--- src/rtl/lcd_placar_if.sv ---
// Score/LCD bus bundle between the game top level, the LCD writer and the board LCD pins.
// The master side drives the score request; the slave side (the writer) drives the LCD pins.
interface lcd_placar_if;
    logic [23:0] placar;
    logic        enablePlacar;
    logic [7:0]  LCD_DATA;
    logic        LCD_RS;
    logic        LCD_RW;
    logic        LCD_EN;
    logic        lcdBusy;
    logic        placarDone;

    modport master (
        output placar, enablePlacar,
        input  LCD_DATA, LCD_RS, LCD_RW, LCD_EN, lcdBusy, placarDone
    );

    modport slave (
        input  placar, enablePlacar,
        output LCD_DATA, LCD_RS, LCD_RW, LCD_EN, lcdBusy, placarDone
    );
endinterface

--- src/rtl/lcd_placar.sv ---
// HD44780 8-bit character-LCD writer: power-up wait, init sequence, then writes the
// three-character score at line 1 column 0 on every rising edge of enablePlacar.
module lcd_placar #(
    parameter int unsigned PWRUP_WAIT_CYCLES = 1000000,
    parameter int unsigned EN_HIGH_CYCLES    = 25,
    parameter int unsigned CMD_WAIT_CYCLES   = 2500,
    parameter int unsigned CLEAR_WAIT_CYCLES = 100000
) (
    input logic         CLK,
    input logic         i_rst,
    lcd_placar_if.slave bus
);

    localparam int unsigned MaxA      = (PWRUP_WAIT_CYCLES > CLEAR_WAIT_CYCLES) ?
                                        PWRUP_WAIT_CYCLES : CLEAR_WAIT_CYCLES;
    localparam int unsigned MaxB      = (CMD_WAIT_CYCLES > EN_HIGH_CYCLES) ?
                                        CMD_WAIT_CYCLES : EN_HIGH_CYCLES;
    localparam int unsigned MaxCycles = (MaxA > MaxB) ? MaxA : MaxB;
    localparam int unsigned CntW      = $clog2(MaxCycles + 1);

    localparam logic [CntW-1:0] PwrupLast = CntW'(PWRUP_WAIT_CYCLES - 1);
    localparam logic [CntW-1:0] EnLast    = CntW'(EN_HIGH_CYCLES - 1);
    localparam logic [CntW-1:0] CmdLast   = CntW'(CMD_WAIT_CYCLES - 1);
    localparam logic [CntW-1:0] ClearLast = CntW'(CLEAR_WAIT_CYCLES - 1);

    typedef enum logic [1:0] {StPwrup, StInit, StIdle, StFrame} state_e;
    typedef enum logic [1:0] {PhSetup, PhStrobe, PhHold} phase_e;

    state_e          r_state, w_state;
    phase_e          r_phase, w_phase;
    logic [CntW-1:0] r_cnt, w_cnt;
    logic [1:0]      r_idx, w_idx;
    logic [7:0]      r_lcd_data, w_lcd_data;
    logic            r_lcd_rs, w_lcd_rs;
    logic            r_en;
    logic            r_done, w_done;
    logic            r_prev;
    logic            r_pending, w_pending;
    logic [23:0]     r_shadow;
    logic [23:0]     r_work;
    logic            w_req;
    logic            w_frame_start;
    logic [CntW-1:0] w_hold_last;

    function automatic logic [7:0] init_byte(input logic [1:0] idx);
        case (idx)
            2'd0:    return 8'h38;
            2'd1:    return 8'h0C;
            2'd2:    return 8'h06;
            default: return 8'h01;
        endcase
    endfunction

    function automatic logic [7:0] frame_byte(input logic [1:0] idx, input logic [23:0] work);
        case (idx)
            2'd0:    return 8'h80;
            2'd1:    return work[23:16];
            2'd2:    return work[15:8];
            default: return work[7:0];
        endcase
    endfunction

    assign w_req         = bus.enablePlacar & ~r_prev;
    assign w_frame_start = (r_state == StFrame) && (r_idx == 2'd0) && (r_phase == PhSetup);
    // Set wins over the frame-start clear so a request in that cycle is not dropped.
    assign w_pending     = w_req | (r_pending & ~w_frame_start);
    // Only the clear-display command (RS=0, 0x01) needs the long settle time.
    assign w_hold_last   = (!r_lcd_rs && r_lcd_data == 8'h01) ? ClearLast : CmdLast;

    always_comb begin
        w_state    = r_state;
        w_phase    = r_phase;
        w_cnt      = r_cnt;
        w_idx      = r_idx;
        w_lcd_data = r_lcd_data;
        w_lcd_rs   = r_lcd_rs;
        w_done     = 1'b0;
        unique case (r_state)
            StPwrup: begin
                w_cnt = r_cnt + 1'b1;
                if (r_cnt == PwrupLast) begin
                    w_state    = StInit;
                    w_phase    = PhSetup;
                    w_cnt      = '0;
                    w_idx      = '0;
                    w_lcd_data = init_byte(2'd0);
                    w_lcd_rs   = 1'b0;
                end
            end
            StIdle: begin
                if (r_pending) begin
                    w_state    = StFrame;
                    w_phase    = PhSetup;
                    w_cnt      = '0;
                    w_idx      = '0;
                    w_lcd_data = 8'h80;
                    w_lcd_rs   = 1'b0;
                end
            end
            StInit, StFrame: begin
                w_cnt = r_cnt + 1'b1;
                unique case (r_phase)
                    PhSetup: begin
                        w_phase = PhStrobe;
                        w_cnt   = '0;
                    end
                    PhStrobe: begin
                        if (r_cnt == EnLast) begin
                            w_phase = PhHold;
                            w_cnt   = '0;
                        end
                    end
                    PhHold: begin
                        if (r_cnt == w_hold_last) begin
                            w_phase = PhSetup;
                            w_cnt   = '0;
                            if (r_idx != 2'd3) begin
                                w_idx      = r_idx + 2'd1;
                                w_lcd_rs   = (r_state == StFrame);
                                w_lcd_data = (r_state == StFrame) ? frame_byte(w_idx, r_work)
                                                                  : init_byte(w_idx);
                            end else begin
                                w_idx  = '0;
                                w_done = (r_state == StFrame);
                                // Go straight into a new frame so lcdBusy never dips.
                                if (r_pending) begin
                                    w_state    = StFrame;
                                    w_lcd_data = 8'h80;
                                    w_lcd_rs   = 1'b0;
                                end else begin
                                    w_state = StIdle;
                                end
                            end
                        end
                    end
                    default: begin
                        w_phase = PhSetup;
                        w_cnt   = '0;
                    end
                endcase
            end
            default: w_state = StPwrup;
        endcase
    end

    always_ff @(posedge CLK or posedge i_rst) begin
        if (i_rst) begin
            r_state    <= StPwrup;
            r_phase    <= PhSetup;
            r_cnt      <= '0;
            r_idx      <= '0;
            r_lcd_data <= '0;
            r_lcd_rs   <= 1'b0;
            r_en       <= 1'b0;
            r_done     <= 1'b0;
            r_prev     <= 1'b0;
            r_pending  <= 1'b0;
            r_shadow   <= '0;
            r_work     <= '0;
        end else begin
            r_state    <= w_state;
            r_phase    <= w_phase;
            r_cnt      <= w_cnt;
            r_idx      <= w_idx;
            r_lcd_data <= w_lcd_data;
            r_lcd_rs   <= w_lcd_rs;
            r_en       <= (w_phase == PhStrobe);
            r_done     <= w_done;
            r_prev     <= bus.enablePlacar;
            r_pending  <= w_pending;
            if (w_req) begin
                r_shadow <= bus.placar;
            end
            if (w_frame_start) begin
                r_work <= r_shadow;
            end
        end
    end

    assign bus.LCD_DATA   = r_lcd_data;
    assign bus.LCD_RS     = r_lcd_rs;
    assign bus.LCD_RW     = 1'b0;
    assign bus.LCD_EN     = r_en;
    assign bus.lcdBusy    = (r_state != StIdle);
    assign bus.placarDone = r_done;

endmodule

--- src/flat_wrapper.sv ---
// flat-port wrapper written by rule: the top's interface ports become plain ports
module lcd_placar_flat 
#(
    parameter int unsigned PWRUP_WAIT_CYCLES = 1000000,
    parameter int unsigned EN_HIGH_CYCLES    = 25,
    parameter int unsigned CMD_WAIT_CYCLES   = 2500,
    parameter int unsigned CLEAR_WAIT_CYCLES = 100000
)
  (CLK, i_rst, bus_placar, bus_enablePlacar, bus_LCD_DATA, bus_LCD_RS, bus_LCD_RW, bus_LCD_EN, bus_lcdBusy, bus_placarDone);
  lcd_placar_if bus_i ();
  input logic CLK;
  input logic i_rst;
  input wire logic [$bits(bus_i.placar)-1:0] bus_placar;
  input wire logic [$bits(bus_i.enablePlacar)-1:0] bus_enablePlacar;
  output wire logic [$bits(bus_i.LCD_DATA)-1:0] bus_LCD_DATA;
  output wire logic [$bits(bus_i.LCD_RS)-1:0] bus_LCD_RS;
  output wire logic [$bits(bus_i.LCD_RW)-1:0] bus_LCD_RW;
  output wire logic [$bits(bus_i.LCD_EN)-1:0] bus_LCD_EN;
  output wire logic [$bits(bus_i.lcdBusy)-1:0] bus_lcdBusy;
  output wire logic [$bits(bus_i.placarDone)-1:0] bus_placarDone;
  assign bus_i.placar = bus_placar;
  assign bus_i.enablePlacar = bus_enablePlacar;
  assign bus_LCD_DATA = bus_i.LCD_DATA;
  assign bus_LCD_RS = bus_i.LCD_RS;
  assign bus_LCD_RW = bus_i.LCD_RW;
  assign bus_LCD_EN = bus_i.LCD_EN;
  assign bus_lcdBusy = bus_i.lcdBusy;
  assign bus_placarDone = bus_i.placarDone;
  lcd_placar #(.PWRUP_WAIT_CYCLES(PWRUP_WAIT_CYCLES), .EN_HIGH_CYCLES(EN_HIGH_CYCLES), .CMD_WAIT_CYCLES(CMD_WAIT_CYCLES), .CLEAR_WAIT_CYCLES(CLEAR_WAIT_CYCLES)) u_core (.CLK(CLK), .i_rst(i_rst), .bus(bus_i));
endmodule
--- config.mk ---
export PLATFORM = sky130hd
export DESIGN_NAME = lcd_placar_flat
export DESIGN_NICKNAME = d
export VERILOG_FILES = /design/src/rtl/lcd_placar_if.sv /design/src/rtl/lcd_placar.sv /design/src/flat_wrapper.sv
export SDC_FILE = /design/constraint.sdc
export NUM_CORES = 1
export LEC_CHECK = 0
export ABC_CLOCK_PERIOD_IN_PS = 4000
export CAP_MARGIN = 20
export CORE_MARGIN = 4
export CORE_UTILIZATION = 48
export DETAILED_ROUTE_END_ITERATION = 8
export PLACE_DENSITY = 0.69
export SKIP_LAST_GASP = 1
export SYNTH_ARGS = -nofsm -noshare
export SYNTH_HDL_FRONTEND = slang
export SYNTH_SLANG_ARGS = --single-unit
--- constraint.sdc ---
create_clock -name CLK -period 4 [get_ports CLK]
set_input_delay 0.8 -clock CLK [delete_from_list [all_inputs] [get_ports CLK]]
set_output_delay 0.8 -clock CLK [all_outputs]
set_load 0.02 [all_outputs]
-- Word-level counts from Yosys, hierarchy flattened
Index checks and enable logic that the tools add are counted.
- logic and storage cells: 95
- input port bits: 27
- register bits: 87
- output and inout port bits: 13
- bitwise operators: 5
- eq/ne operators: 19
- add/sub/neg operators: 2
- multiplexer cells: 45
- reduce and logical (&&, ||, !) cells: 12
- operators with widths (cell ; count):
    $mux W20 ; 4
    $pmux W20 S3 ; 1
    $mux W8 ; 6
    $pmux W8 S3 ; 2
    $pmux W20 S2 ; 1
    $mux W2 ; 14
    $pmux W2 S3 ; 4
    $add A20 B1 Y20 const B ; 1
    $eq A20 B20 Y1 ; 1
    $eq A20 B20 Y1 const B ; 1
    $eq A20 B5 Y1 const B ; 1
    $pmux W6 S3 ; 1
    $mux W17 ; 1
    $mux W1 ; 10
    $eq A2 B1 Y1 const B ; 4
    $eq A2 B2 Y1 const B ; 4
    $eq A8 B1 Y1 const B ; 1
    $logic_not A2 Y1 ; 4
    $ne A2 B1 Y1 const B ; 4
    $ne A2 B2 Y1 const B ; 3
    $reduce_and A5 Y1 ; 1
    $reduce_and A4 Y1 ; 1
    $logic_and A1 B1 Y1 ; 3
    $pmux W1 S3 ; 1
    other kinds (7) ; 9

-- Longest topological paths before layout
Gate-level depths: netlist of run 1.
- depth after elaboration: 8
- gate-level depth with buffers: 9
- gate-level depth less buffers: 8

-- Worst setup path after synthesis of run 1
No wires, ideal clock.
- path kind: register to register
- start point: reg u_core.r_cnt[17]
- end point: reg u_core.r_cnt[10]
- cell stages (with the launch flop): 8
- buffers on the path: 1
- setup slack: 2.007 ns
- period minus slack after synthesis: 1.993 ns
- required time: 3.863 ns
- arrival time: 1.856 ns
- setup time: 0.137 ns
- cells stage by stage: dfrtp_1 nor4_1 nand3_1 o31ai_1 nand3_1 nor2_4 buf_6 a21oi_1
- longest elaborated chain between the ends: 4
- elaborated cells between the ends (all ways): 8
- those cells by class: 3 x eq/ne; 5 x mux
- ends and longest elaborated chain (what ; line ; source):
    start, declared ; lcd_placar.sv:31 ; logic [CntW-1:0] r_cnt, w_cnt;
    start signal, assigned ; lcd_placar.sv:163 ; r_cnt <= w_cnt;
    $eq A20 B20 Y1 or $eq A20 B5 Y1 (tied branches) ; lcd_placar.sv:114, lcd_placar.sv:108 ;
    $mux W20, on equally long branches ; lcd_placar.sv:114, lcd_placar.sv:108 ;
    $pmux W20 S2 ; lcd_placar.sv:102 ; unique case (r_phase)
    $pmux W20 S3 (*) ; lcd_placar.sv:78 ; unique case (r_state)
Every way passes the cells marked *; elsewhere a longest branch is shown, timed or not.
A chain may end at the register's enable or synchronous reset.

-- Worst setup path after layout of run 1
- start point: reg u_core.r_state[0]
- end point: out bus_lcdBusy
- longest elaborated chain between the ends: 1
- ends and longest elaborated chain (what ; line ; source):
    start, declared ; lcd_placar.sv:29 ; state_e r_state, w_state;
    start signal, assigned ; lcd_placar.sv:148 ; r_state <= StPwrup;
    start signal, assigned ; lcd_placar.sv:161 ; r_state <= w_state;
    $ne A2 B2 Y1 ; lcd_placar.sv:184 ; assign bus.lcdBusy = (r_state != StIdle);
    end, declared ; flat_wrapper.sv:19 ; output wire logic [$bits(bus_i.lcdBusy)-1:0] bus_lcdBusy;
Every way passes these cells.

==> results of run 1 <==
## cell families (layout without fill, tap and decap cells)
family,after synthesis,in the layout
buffers and inverters,32,71
AOI/OAI and AO/OA,86,86
other,1,1
muxes,53,53
and+or+nand+nor,117,117
adders and majority gates,11,11
DFF,87,87
xor gates and xnor gates,11,11
## power groups by stage
| stage | logic [mW] | registers, mW | clock network, mW |
|---|---|---|---|
| CTS | 0.0912 | 0.936 | 0.632 |
| global placement | 0.0873 | 0.952 | 0 |
| global route | 0.0993 | 0.941 | 0.663 |
| floorplan | 0.0542 | 0.944 | 0 |
| detailed placement | 0.0913 | 0.954 | 0 |
| finish | 0.0883 | 0.935 | 0.618 |
## layout by cell type, fill, tap and decap left out, types with 2 or more instances in the layout
cell type and instances:
clkbuf_8 11, and2_1 5, o21ai_1 4, o22ai_1 4
xnor2_1 2, and4_1 2, o211ai_1 3, nand4_1 6
nor2b_1 6, ha_1 11, mux2i_1 5, xor2_1 9
nor2_1 19, and3_1 5, a21oi_1 16, clkdlybuf4s50_1 38
a22oi_1 8, nor3b_1 2, nand2_1 33, a211oi_1 5
a21o_1 3, buf_4 5, dfrtp_1 87, mux2_2 48
nor3_1 11, o31ai_1 8, nand3_1 15, o21ai_0 24
inv_1 11, nor4_1 3, inv_6 3
## worst reg2reg max path: cells and delay by family (launching register included)
kind               cells  cell delay, ns
DFF                    1            0.44
AOI/OAI and AO/OA      2            0.46
and+or+nand+nor        4            1.42
## worst paths after layout
check                                        start            endpoint  slack (ns)  cells past startpoint
worst max-delay path             u_core.r_state[0]         bus_lcdBusy        1.26                      3
worst min-delay path            u_core.r_shadow[0]    u_core.r_work[0]        0.51                      1
worst max register to register    u_core.r_cnt[17]     u_core.r_cnt[6]        1.56                      6
worst min register to register  u_core.r_shadow[0]    u_core.r_work[0]        0.51                      1
max in group asynchronous                    i_rst  u_core.r_shadow[1]        2.34                      3
min in group asynchronous                    i_rst       u_core.r_prev        0.84                      2
## through the flow
stage | util | cells | total power [mW]
2_1_floorplan | - | 398 | 0.9978
3_5_place_dp | 0.5473 | 529 | 1.045
4_1_cts | 0.5700 | 545 | 1.659
3_3_place_gp | 0.5473 | 529 | 1.039
5_1_grt | 0.5700 | 545 | 1.703
6_report | 0.5700 | 545 | 1.642
## registers in the layout, indices dropped and copies added, names as in the netlist
register and flops:
u_core.bus.placarDone 1, u_core.r_state 2, u_core.bus.LCD_EN 1, u_core.r_idx 2, u_core.bus.LCD_DATA 8, u_core.r_phase 2
u_core.r_shadow 24, u_core.r_pending 1, u_core.r_cnt 20, u_core.r_prev 1, u_core.bus.LCD_RS 1, u_core.r_work 24
## area by class of cell
type | count | area [sq um]
Fill cell | 768 | 3750
Timing Repair Buffer | 43 | 417.9
Sequential cell | 87 | 2177
Clock buffer | 11 | 151.4
Multi-Input combinational cell | 279 | 1997
Clock inverter | 5 | 46.29
Tap cell | 108 | 135.1
Inverter | 12 | 46.29
## routing by layer
| layer | up-vias | track usage | share of wire |
|---|---|---|---|
| li1 | 1499 | - | - |
| met1 | 1562 | 0.2757 | 0.49 |
| met2 | 61 | 0.2815 | 0.46 |
| met3 | 14 | 0.03721 | 0.035 |
| met4 | 0 | 0.07972 | 0.018 |
| met5 | - | 0 | 0 |
==> flow_summary_export.csv, run 1 <==
group,metric,value,unit
timing,relSlewSlack,0.4895,
power,combinationalPowerShare,0.054,
synthesis,synth_area_leaders,"dfrtp_1, mux2_2, ha_1, nand2_1, o21ai_0",
power,p_leak,2.182,nW
timing,worst_pin_slew,0.7649,ns
clock_tree,post_cts_buffers,0,
power,ir_worst_vdd,0.0002009,V
synthesis,syn-num-nets,436,
floorplan,io_pins,40,
synthesis,ys_types,53,
grt,grt_antenna_before_repair,0,
floorplan,num_rows,34,
floorplan,die_w,102.7,microns
grt,grt_first_pass_wirelength,15650,microns
clock_tree,post_cts_resized,0,
synthesis,netlist_area,4305,sq um
worst_setup_path,required,3.20,ns
clock_tree,cts.sinks,87,
synthesis,synth_top_area_share,0.5057,
synthesis,synth_flop_cell,"dfrtp_1",
clock_tree,h-tree-depth,3,
clock_tree,cts_tree,"yes",
grt,grt_pass1_vias,3190,
layout,stdcell_area,4971,sq um
timing,finalSetupViolations,0,
timing,tns,0,ns
layout,fin_nets,470,
clock_tree,clkTransAtPathRegs,0.09,ns
worst_setup_path,crit_chain,"inv_1, nand2_1, clkdlybuf4s50_1",
place,port_buffers,38,
routing,num_vias,3136,
power,power.switching,0.4004,mW
place,dp_hpwl,6734,microns
clock_tree,cts-root-buf,"clkbuf_8",
timing,period_minus_slack,2.738,ns
synthesis,synth_top_family_by_area,"simple AND/OR/NAND/NOR gates",
routing,viasPerCell,5.754,
routing,drc_errors,0,
grt,grt_util_all_layers,0.1908,
routing,dr.pass1.iters,6,
clock_tree,clk_path_buf_depth,2,
floorplan,core,8721,sq um
clock_tree,clkLatencyLatePin,0.38,ns
synthesis,synthAdderAreaFrac,0.03197,
power,swShare,0.2439,
layout,antenna_cells,0,
timing,rsz0062_at_grt,"false",
worst_setup_path,critical_path_class,"flop to primary output",
synthesis,seq_area_frac_synth,0.5057,
power,power.density,330.2,nW/um^2
floorplan,start_util,0.4937,
routing,drt_iter0_drc,107,
synthesis,synth.avg_cell_area,10.82,sq um
timing,period_share,0.6845,
synthesis,muxShareOfSynthArea,0.1372,
synthesis,synth_compound_gate_area_share,0.1311,
worst_setup_path,cpMaxStageDelayCell,"clkdlybuf4s50_1",
worst_setup_path,worstSetupEndpointType,"primary output",
synthesis,yosysWarnings,0,
clock_tree,ctsHoldBuffers,0,
worst_setup_path,cp.arrival,1.94,ns
synthesis,synth-simple-area-share,0.1398,
timing,max_freq,0.3652,GHz
worst_setup_path,slowest_delay,0.61,ns
run_status,status,"complete, no violations",
grt,overflow,0,
routing,wl_per_cell,17.08,microns
routing,ant_nets,0,
worst_setup_path,crit_path_start_kind,"flop",
timing,hold_violations,0,
power,p_clk_frac,0.376,
flow_run,max_cap_violations,0,
synthesis,synth_common_cells,"dfrtp_1, mux2_2, nand2_1",
worst_setup_path,cpLargestDelayFamily,"buffers and inverters",
power,seqPwrFrac,0.570,
routing,wirelength,9306,microns
synthesis,ys_seq_elements,87,
floorplan,fp.dieArea,10550,sq um
clock_tree,cts_buffers,9,
power,intPower,1.241,mW
timing,setup_slack,1.262,ns
place,gp_congestion,0.9243,
synthesis,synth_xor_area_frac,0.02238,
timing,fin_skew,0.01732,ns
timing,holdWs,0.5142,ns
layout,synthToLayoutAreaGrowth,15.46,%
place,placed_area,4773,sq um
synthesis,synth_cells,398,
hold_path,hold_path_class,"flop to flop",
synthesis,synth_edf_count,0,
floorplan,die_y,102.7,microns
layout,drive_above_1_share,0.1831,
grt,grt_max_degree,44,
timing,drv_slew,0,
worst_setup_path,cp_max_fo,13,
synthesis,synthArstFlopShare,1.000,
worst_setup_path,crit_buf_inv,2,
synthesis,synth_top_area_cell,"dfrtp_1",
synthesis,yosysMostFrequentCell,"dfrtp_1",
place,dp_slack,1.607,ns
Power figures use the tool's default switching activity.
==> inputs of run 2 (changes only) <==
--- a/config.mk
+++ b/config.mk
@@ -5,12 +5,12 @@
 export SDC_FILE = /design/constraint.sdc
 export NUM_CORES = 1
 export LEC_CHECK = 0
-export ABC_CLOCK_PERIOD_IN_PS = 4000
+export ABC_CLOCK_PERIOD_IN_PS = 2500
 export CAP_MARGIN = 20
 export CORE_MARGIN = 4
 export CORE_UTILIZATION = 48
 export DETAILED_ROUTE_END_ITERATION = 8
-export PLACE_DENSITY = 0.69
+export PLACE_DENSITY = 0.71
 export SKIP_LAST_GASP = 1
 export SYNTH_ARGS = -nofsm -noshare
 export SYNTH_HDL_FRONTEND = slang
==> constraint.sdc (replaced) <==
create_clock -name CLK -period 2.5 [get_ports CLK]
set_input_delay 0.5 -clock CLK [delete_from_list [all_inputs] [get_ports CLK]]
set_output_delay 0.5 -clock CLK [all_outputs]
set_load 0.02 [all_outputs]
==> run 2 against run 1 <==
  * Clock power grew 88%
  * Die area did not move
  * Count of clock-buffer cells in the layout down 2
  * Sequential share of layout area down 0.89 points
  * Via count grew 0.83%
  * Register-to-register slack got worse by 1.4 ns
  * Total power is 70% higher
  * Design area grew 2.1%
  * Non-clock buffer count increased by 3
  * Critical path type is now flop to flop
  * Critical endpoint is now u_core.bus.LCD_DATA[6]
  * Largest power group unchanged
  * Highest routed layer unchanged
==> flow_summary_export.csv, run 2 (synthesized netlist as in run 1, its figures left out) <==
group,metric,value,unit
run_status,status,"complete, no violations",
hold_path,hp-start,"u_core.r_shadow[1]",
timing,relSlewSlack,0.6304,
layout,stdcell_area,5074,sq um
worst_setup_path,r2r_slack,0.17,ns
clock_tree,cts_buffers,9,
worst_setup_path,crit_chain,"ha_1, and3_1, nand3_1, o311a_2, a21o_1, o21ai_0, o41ai_1",
worst_setup_path,cp_max_fo,13,
clock_tree,cts-root-buf,"clkbuf_8",
worst_setup_path,crit_buf_inv,0,
routing,drc_errors,0,
layout,fin_nets,473,
timing,fin_skew,0.01539,ns
flow_run,max_cap_violations,0,
worst_setup_path,r2r_end,"u_core.bus.LCD_DATA[6]",
place,port_buffers,38,
timing,worst_pin_slew,0.5544,ns
worst_setup_path,critical_path_class,"flop to flop",
routing,wirelength,9185,microns
power,p_leak,2.225,nW
clock_tree,h-tree-depth,3,
place,gp_congestion,0.8857,
worst_setup_path,cp.arrival,2.58,ns
grt,grt_pass1_vias,3133,
floorplan,die_y,102.7,microns
layout,layout.cells.non_filler,548,
power,power.density,551.0,nW/um^2
clock_tree,clkLatencyLatePin,0.37,ns
timing,drv_slew,0,
worst_setup_path,cpMaxStageDelayCell,"o311a_2",
worst_setup_path,r2r_start,"u_core.r_cnt[1]",
layout,final_cell_mix,"dfrtp_1, mux2_2, clkdlybuf4s50_1",
floorplan,start_util,0.4937,
timing,rsz0062_at_grt,"false",
worst_setup_path,reg2regPathDepth,7,
worst_setup_path,required,2.74,ns
worst_setup_path,crit_path_start_kind,"flop",
floorplan,core,8721,sq um
hold_path,holdPathEnd,"u_core.r_work[1]",
layout,synthToLayoutAreaGrowth,17.84,%
grt,grt_util_all_layers,0.1876,
hold_path,hold_path_class,"flop to flop",
routing,num_vias,3162,
layout,multiInputGateArea,2008,sq um
timing,tns,0,ns
floorplan,num_rows,34,
floorplan,die_w,102.7,microns
clock_tree,clkTransAtPathRegs,0.10,ns
place,dp_hpwl,6418,microns
power,power,2.795,mW
place,placed_area,4803,sq um
clock_tree,cts.sinks,87,
worst_setup_path,slowest_delay,0.56,ns
layout,regArea,2177,sq um
timing,period_share,0.9328,
clock_tree,cts_tree,"yes",
routing,wl_per_cell,16.76,microns
grt,grt_first_pass_wirelength,15560,microns
hold_path,whs_path_depth,1,
grt,grt_antenna_before_repair,0,
clock_tree,clk_path_buf_depth,2,
timing,period_minus_slack,2.332,ns
layout,antenna_cells,0,
worst_setup_path,worstSetupEndpointType,"flop",
grt,grt_max_degree,88,
floorplan,io_pins,40,
layout,top_regs,"u_core.r_shadow (24), u_core.r_work (24), u_core.r_cnt (20)",
layout,final_common_cell,"dfrtp_1",
routing,ant_nets,0,
routing,drt_iter0_drc,182,
routing,dr.pass1.iters,5,
worst_setup_path,critPathLaunch,"u_core.r_cnt[1]",
power,ir_worst_vdd,0.0003154,V
layout,drive_above_1_share,0.1955,
routing,viasPerCell,5.770,
floorplan,fp.dieArea,10550,sq um
timing,finalSetupViolations,0,
place,place_inst,531,
layout,fillCellCount,729,
grt,overflow,0,
timing,hold_violations,0,
worst_setup_path,cpLargestDelayFamily,"compound AO/OA/AOI/OAI gates",
timing,max_freq,0.4288,GHz
run 2: cell count changes in the layout (fill, tap and decap cells not counted), sizes merged:
cell	delta
buf	+3
bufinv	+2
clkbuf	-2
clkinv	-1
clkinvlp	+2
inv	-1
run 2: how the worst max path moves through the flow:
stage / to / slack (ns) / cells after the start
3_5_place_dp: u_core.bus.LCD_EN / 0.1 / 7
5_1_grt: u_core.bus.LCD_DATA[4] / 0.03 / 6
6_report: u_core.bus.LCD_DATA[6] / 0.17 / 7
3_3_place_gp: u_core.bus.LCD_EN / 0.19 / 7
2_1_floorplan: u_core.r_cnt[10] / 0.51 / 7
4_1_cts: u_core.bus.LCD_EN / 0.03 / 7
run 2: metrics by stage:
stage / util / hold slack [ns] / setup WS, ns
4_1_cts: 0.5782 / 0.5156 / 0.03478
5_1_grt: 0.5818 / 0.5178 / 0.03247
3_5_place_dp: 0.5508 / 0.4927 / 0.09980
2_1_floorplan: - / 0.4740 / 0.5067
3_3_place_gp: 0.5508 / 0.4891 / 0.1871
6_report: 0.5818 / 0.5102 / 0.1681
run 2: area by class of cell:
type,instances,share of cell area
clock buffer,9,0.02441
clock inverter,7,0.02269
timing repair buffer,46,0.09174
inverter,12,0.009618
sequential,87,0.4291
tap,108,0.02663
multi-input combinational,279,0.3958
run 2: timing repair:
action,4_1_cts,5_1_grt
resized for setup,0,3
setup buffers,0,1
hold buffers,0,0
endpoints found under the setup margin,0,22
run 2: power by group:
part,internal (mW),total [mW],switching (mW)
Clock,0.589,1.16,0.571
Sequential,1.46,1.49,0.0311
Combinational,0.0879,0.141,0.0535
run 2: per-layer routing:
| metal | GRT usage | part of all wire |
|---|---|---|
| met5 | 0 | 0 |
| met1 | 0.2831 | 0.48 |
| met2 | 0.2721 | 0.46 |
| met3 | 0.03112 | 0.045 |
| met4 | 0.06761 | 0.016 |
==> RTL change 1, RTL diff (flow settings as in run 1) <==
`CMD_WAIT_CYCLES` is set to 2500 in 2 places; all go to 625.
--- a/src/rtl/lcd_placar.sv
+++ b/src/rtl/lcd_placar.sv
@@ -3,7 +3,7 @@
 module lcd_placar #(
     parameter int unsigned PWRUP_WAIT_CYCLES = 1000000,
     parameter int unsigned EN_HIGH_CYCLES    = 25,
-    parameter int unsigned CMD_WAIT_CYCLES   = 2500,
+    parameter int unsigned CMD_WAIT_CYCLES   = 625,
     parameter int unsigned CLEAR_WAIT_CYCLES = 100000
 ) (
     input logic         CLK,
--- a/src/flat_wrapper.sv
+++ b/src/flat_wrapper.sv
@@ -3,7 +3,7 @@
 #(
     parameter int unsigned PWRUP_WAIT_CYCLES = 1000000,
     parameter int unsigned EN_HIGH_CYCLES    = 25,
-    parameter int unsigned CMD_WAIT_CYCLES   = 2500,
+    parameter int unsigned CMD_WAIT_CYCLES   = 625,
     parameter int unsigned CLEAR_WAIT_CYCLES = 100000
 )
   (CLK, i_rst, bus_placar, bus_enablePlacar, bus_LCD_DATA, bus_LCD_RS, bus_LCD_RW, bus_LCD_EN, bus_lcdBusy, bus_placarDone);
Function: same outputs for any inputs over 10 cycles, from zero or initial values and one cycle with i_rst high; that may be too few to reach the edited logic, so the function may still have changed.
==> RTL change 1 against run 1 <==
Synthesized area down 0.90%; clock skew down 0.0080 ns; total power up 4.4%; cell count down 1.1%; sequential cell count unchanged; core utilization up 0.12 points; worst setup slack worse by 0.019 ns; clock power up 12%; final area down 0.28%; routed wire length down 6.2%; combinational power about the same; critical path type unchanged; critical endpoint unchanged.
==> RTL change 1: results (changes against run 1) <==
<table>
<tr><th>Metric</th><th>Value</th></tr>
<tr><th colspan="2">Power</th></tr>
<tr><td>Internal cell power</td><td>1.33 mW (was 1.24 mW)</td></tr>
<tr><td>Register share of total power</td><td>0.544 (was 0.570)</td></tr>
<tr><td>Worst IR drop on VDD</td><td>0.205 mV (was 0.201 mV)</td></tr>
<tr><td>Combinational power</td><td>0.0886 mW (was 0.0883 mW)</td></tr>
<tr><th colspan="2">Global routing</th></tr>
<tr><td>Gr usage total</td><td>0.177 (was 0.191)</td></tr>
<tr><th colspan="2">Routing</th></tr>
<tr><td>Number of iterations in the first detailed-routing pass</td><td>5 (was 6)</td></tr>
<tr><td>Via count</td><td>3059 (was 3136)</td></tr>
<tr><td>Drt total wl</td><td>8.73 mm (was 9.31 mm)</td></tr>
<tr><th colspan="2">Critical path</th></tr>
<tr><td>Critical path arrival</td><td>1.96 ns (was 1.94 ns)</td></tr>
<tr><td>Family with the most delay on the worst path</td><td>flip-flops (was buffers and inverters)</td></tr>
<tr><td>Largest stage delay, worst path</td><td>0.68 ns (was 0.61 ns)</td></tr>
<tr><td>Largest driver fanout on the critical path</td><td>18 (was 13)</td></tr>
<tr><td>FF-to-FF setup slack</td><td>1.33 ns (was 1.56 ns)</td></tr>
<tr><td>Worst reg2reg path endpoint</td><td>u_core.r_cnt[3] (was u_core.r_cnt[6])</td></tr>
<tr><td>Critical-path top delay cell</td><td>dfrtp_1 (was clkdlybuf4s50_1)</td></tr>
<tr><th colspan="2">Synthesis</th></tr>
<tr><td>Mux share of post-synthesis cell area</td><td>0.139 (was 0.137)</td></tr>
<tr><td>Fraction of the mapped netlist area in compound gates</td><td>0.0845 (was 0.131)</td></tr>
<tr><td>Post-synthesis cell count</td><td>395 (was 398)</td></tr>
<tr><td>Ranking of synthesized cells by instance count</td><td>dfrtp_1 (87), mux2_2 (50), nor2_1 (42) (was dfrtp_1 (87), mux2_2 (48), nand2_1 (33))</td></tr>
<tr><td>Portion of the post-synthesis area used by sequential elements</td><td>0.510 (was 0.506)</td></tr>
<tr><td>Synth cell types</td><td>51 (was 53)</td></tr>
<tr><th colspan="2">Placement</th></tr>
<tr><td>Placer congestion estimate</td><td>0.885 (was 0.924)</td></tr>
<tr><td>Cell count after placement</td><td>523 (was 529)</td></tr>
<tr><td>Hpwl dp</td><td>6.22 mm (was 6.73 mm)</td></tr>
<tr><th colspan="2">Timing</th></tr>
<tr><td>Largest clock skew in the final design</td><td>0.00935 ns (was 0.0173 ns)</td></tr>
<tr><td>Final critical-path required period</td><td>2.76 ns (was 2.74 ns)</td></tr>
<tr><td>Worst max-slew margin expressed relative to the limit</td><td>0.510 (was 0.489)</td></tr>
<tr><th colspan="2">Run status</th></tr>
<tr><td>Result of the run</td><td>finished, final reports clean (unchanged)</td></tr>
<tr><th colspan="2">Finish</th></tr>
<tr><td>Layout Nets</td><td>464 (was 470)</td></tr>
<tr><th colspan="2">Clock network</th></tr>
<tr><td>Clock latency reported for the late side of the worst-skew pair</td><td>0.36 ns (was 0.38 ns)</td></tr>
</table>
## RTL change 1: cell count changes in the layout (fill, tap and decap cells not counted), moves of 4 or more
| cell | change |
|---|---|
| xnor2_1 | +5 |
| o31ai_1 | -6 |
| nor2_1 | +23 |
| a21oi_1 | -6 |
| a211oi_1 | -4 |
| nand2_1 | -10 |
| o21ai_0 | -5 |
| nand2b_1 | +4 |
| o21ai_1 | -4 |
## RTL change 1: how the worst min path moves through the flow
stage	startpoint	to	slack [ns]	cells past startpoint
after floorplan	u_core.r_work[10]	u_core.r_work[10]	0.47	1
after global placement	u_core.r_work[18]	u_core.r_work[18]	0.49	1
after detailed placement	u_core.r_shadow[12]	u_core.r_work[12]	0.49	1
after CTS	u_core.r_shadow[12]	u_core.r_shadow[12]	0.51	1
after global routing	u_core.r_shadow[11]	u_core.r_shadow[11]	0.52	1
final	u_core.r_shadow[12]	u_core.r_work[12]	0.51	1
## RTL change 1: worst register-to-register path: stages, from the launching register on
cell and delay, ns:
dfrtp_1 0.43, or4_4 0.56, or4_1 0.43, nor3_2 0.26, nor2_1 0.13, nor3_4 0.59
nor2_1 0.13
## RTL change 1: cell type report
class | instances | area (µm²) | share of cell area
Clock buffer | 9 | 124 | 0.0250
Clock inverter | 7 | 104 | 0.0209
Inverter | 13 | 50.0 | 0.0101
Multi-Input combinational cell | 274 | 1950 | 0.394
Sequential cell | 87 | 2180 | 0.439
Tap cell | 108 | 135 | 0.0273
Timing Repair Buffer | 41 | 415 | 0.0838
## RTL change 1: layer usage
layer,part of all wire,GRT usage
met5,0,0
met4,0.013,0.0636
met3,0.046,0.0348
met2,0.48,0.274
met1,0.46,0.250
==> RTL change 2, RTL diff (flow settings as in run 1) <==
Made on the original files. The 3 values of `phase_e` get a one-hot encoding in 3 bits.
--- a/src/rtl/lcd_placar.sv
+++ b/src/rtl/lcd_placar.sv
@@ -24,7 +24,7 @@
     localparam logic [CntW-1:0] ClearLast = CntW'(CLEAR_WAIT_CYCLES - 1);
 
     typedef enum logic [1:0] {StPwrup, StInit, StIdle, StFrame} state_e;
-    typedef enum logic [1:0] {PhSetup, PhStrobe, PhHold} phase_e;
+    typedef enum logic [2:0] {PhSetup = 3'b001, PhStrobe = 3'b010, PhHold = 3'b100} phase_e;
 
     state_e          r_state, w_state;
     phase_e          r_phase, w_phase;
Behaviour: same outputs for any inputs over 10 cycles, from zero or initial values and one cycle with i_rst high; not proved beyond that.
==> RTL change 2 against run 1 <==
Worst setup slack got worse by 0.064 ns; core utilization fell by 0.67 points; register-to-register slack got worse by 0.27 ns; final area fell by 1.7%; synthesized area fell by 1.5%; routed wire length fell by 8.2%; sequential cell count rose by 1; total power fell by 1.5%; die area fell by 1.3%.
==> RTL change 2: results (changes against run 1) <==
<table>
<tr><th>Metric</th><th>Value</th></tr>
<tr><th colspan="2">Power</th></tr>
<tr><td>Worst IR drop on VDD</td><td>0.200 mV (was 0.201 mV)</td></tr>
<tr><td>Sw Share</td><td>0.248 (was 0.244)</td></tr>
<tr><td>Static leakage</td><td>2.11 nW (was 2.18 nW)</td></tr>
<tr><th colspan="2">Global routing</th></tr>
<tr><td>Maximum number of pins on one net before global-route repair</td><td>54 (was 44)</td></tr>
<tr><td>Via count of the first global-routing pass</td><td>2802 (was 3190)</td></tr>
<tr><td>Fraction of met1 tracks used by global routing</td><td>0.258 (was 0.276)</td></tr>
<tr><td>Gr usage total</td><td>0.174 (was 0.191)</td></tr>
<tr><th colspan="2">Critical path</th></tr>
<tr><td>Worst reg2reg path endpoint</td><td>u_core.r_cnt[10] (was u_core.r_cnt[6])</td></tr>
<tr><td>Critical path arrival</td><td>2.00 ns (was 1.94 ns)</td></tr>
<tr><td>FF-to-FF setup slack</td><td>1.29 ns (was 1.56 ns)</td></tr>
<tr><td>Largest driver fanout on the critical path</td><td>22 (was 13)</td></tr>
<tr><th colspan="2">Synthesis</th></tr>
<tr><td>Adder and majority gate portion of the synthesized area</td><td>0.0206 (was 0.0320)</td></tr>
<tr><td>Largest cells by area after synthesis</td><td>dfrtp_1 (51%), mux2_2 (12%), nand2_1 (2.8%) (was dfrtp_1 (51%), mux2_2 (13%), ha_1 (3.2%))</td></tr>
<tr><td>Ranking of synthesized cells by instance count</td><td>dfrtp_1 (87), mux2_2 (47), nand2_1 (32) (was dfrtp_1 (87), mux2_2 (48), nand2_1 (33))</td></tr>
<tr><th colspan="2">Timing</th></tr>
<tr><td>Worst hold margin</td><td>0.490 ns (was 0.514 ns)</td></tr>
<tr><th colspan="2">Clock network</th></tr>
<tr><td>Clock latency reported for the late side of the worst-skew pair</td><td>0.36 ns (was 0.38 ns)</td></tr>
<tr><th colspan="2">Hold path</th></tr>
<tr><td>Worst hold path stage count</td><td>2 (was 1)</td></tr>
<tr><td>End point of the worst hold path</td><td>u_core.r_work[9] (was u_core.r_work[0])</td></tr>
<tr><th colspan="2">Routing</th></tr>
<tr><td>Number of iterations in the first detailed-routing pass</td><td>4 (was 6)</td></tr>
<tr><td>DR WL/cell</td><td>16.4 µm (was 17.1 µm)</td></tr>
<tr><td>Via count normalized by instance count</td><td>5.62 (was 5.75)</td></tr>
<tr><td>Number of violations reported at the end of detailed-routing iteration 0</td><td>153 (was 107)</td></tr>
<tr><th colspan="2">Placement</th></tr>
<tr><td>Hpwl dp</td><td>6.10 mm (was 6.73 mm)</td></tr>
<tr><th colspan="2">Finish</th></tr>
<tr><td>Layout Nets</td><td>441 (was 470)</td></tr>
<tr><th colspan="2">Run status</th></tr>
<tr><td>Result of the run</td><td>finished, final reports clean (unchanged)</td></tr>
</table>
## RTL change 2: cell count changes after synthesis, moves of 5 or more
cell	delta
a211oi_1	-5
a21oi_1	-9
a22o_1	+10
clkbuf_1	-6
nand3_1	-6
nor2_1	+10
nor2b_1	-5
nor3_1	-6
o21ai_0	-7
o31ai_1	-7
xnor2_1	+6
## RTL change 2: how the worst max path moves through the flow
stage,cells past startpoint,startpoint,slack (ns),endpoint
finish,2,u_core.r_state[0],1.20,bus_lcdBusy
CTS,2,u_core.r_state[0],1.19,bus_lcdBusy
global route,2,u_core.r_state[0],1.06,bus_lcdBusy
detailed placement,6,u_core.r_cnt[2],1.32,u_core.r_cnt[10]
floorplan,1,i_rst,0.92,u_core.bus.LCD_DATA[0]
global placement,6,u_core.r_cnt[2],1.37,u_core.r_cnt[10]
## RTL change 2: cell families after synthesis
| logic type | Yosys count |
|---|---|
| adder cells (fa/ha/maj) | 7 |
| other | 1 |
| XOR/XNOR | 15 |
| AO/OA/AOI/OAI | 70 |
| flip-flops | 88 |
| multiplexers | 50 |
| buffers and inverters | 28 |
| AND/OR/NAND/NOR | 113 |
## RTL change 2: per-layer routing
metal  routed length, µm  vias up
met5                   0        -
met4                  81        0
met3                 396        9
met2                3920       74
met1                4150     1438
li1                    -     1400
## RTL change 2: final cells by class
cell class	instances	area [µm²]	share of cell area
clock inverters	7	60.1	0.0123
clock buffers	9	124	0.0253
flip-flops and latches	88	2200	0.451
well taps	108	135	0.0276
multi-input cells	256	1920	0.392
inverters	10	38.8	0.00793
repair buffers	42	410	0.0840
## RTL change 2: critical path, cell delays in order, from the launching register on
cell	delay, ns
dfrtp_1	0.78
nand2b_1	0.24
clkdlybuf4s50_1	0.63
## RTL change 2: power groups by stage
stage / registers (mW) / logic, mW / clock network [mW]
3_3_place_gp: 0.960 / 0.0882 / 0
5_1_grt: 0.948 / 0.0988 / 0.642
3_5_place_dp: 0.961 / 0.0919 / 0
6_report: 0.943 / 0.0889 / 0.585
2_1_floorplan: 0.953 / 0.0544 / 0
4_1_cts: 0.943 / 0.0918 / 0.602
## RTL change 2: per-stage QoR
stage / util / worst slack (ns) / area, µm²
floorplan: - / 0.923 / 4240
global placement: 0.542 / 1.37 / 4700
detailed placement: 0.542 / 1.32 / 4700
CTS: 0.563 / 1.19 / 4890
global route: 0.563 / 1.06 / 4890
finish: 0.563 / 1.20 / 4890
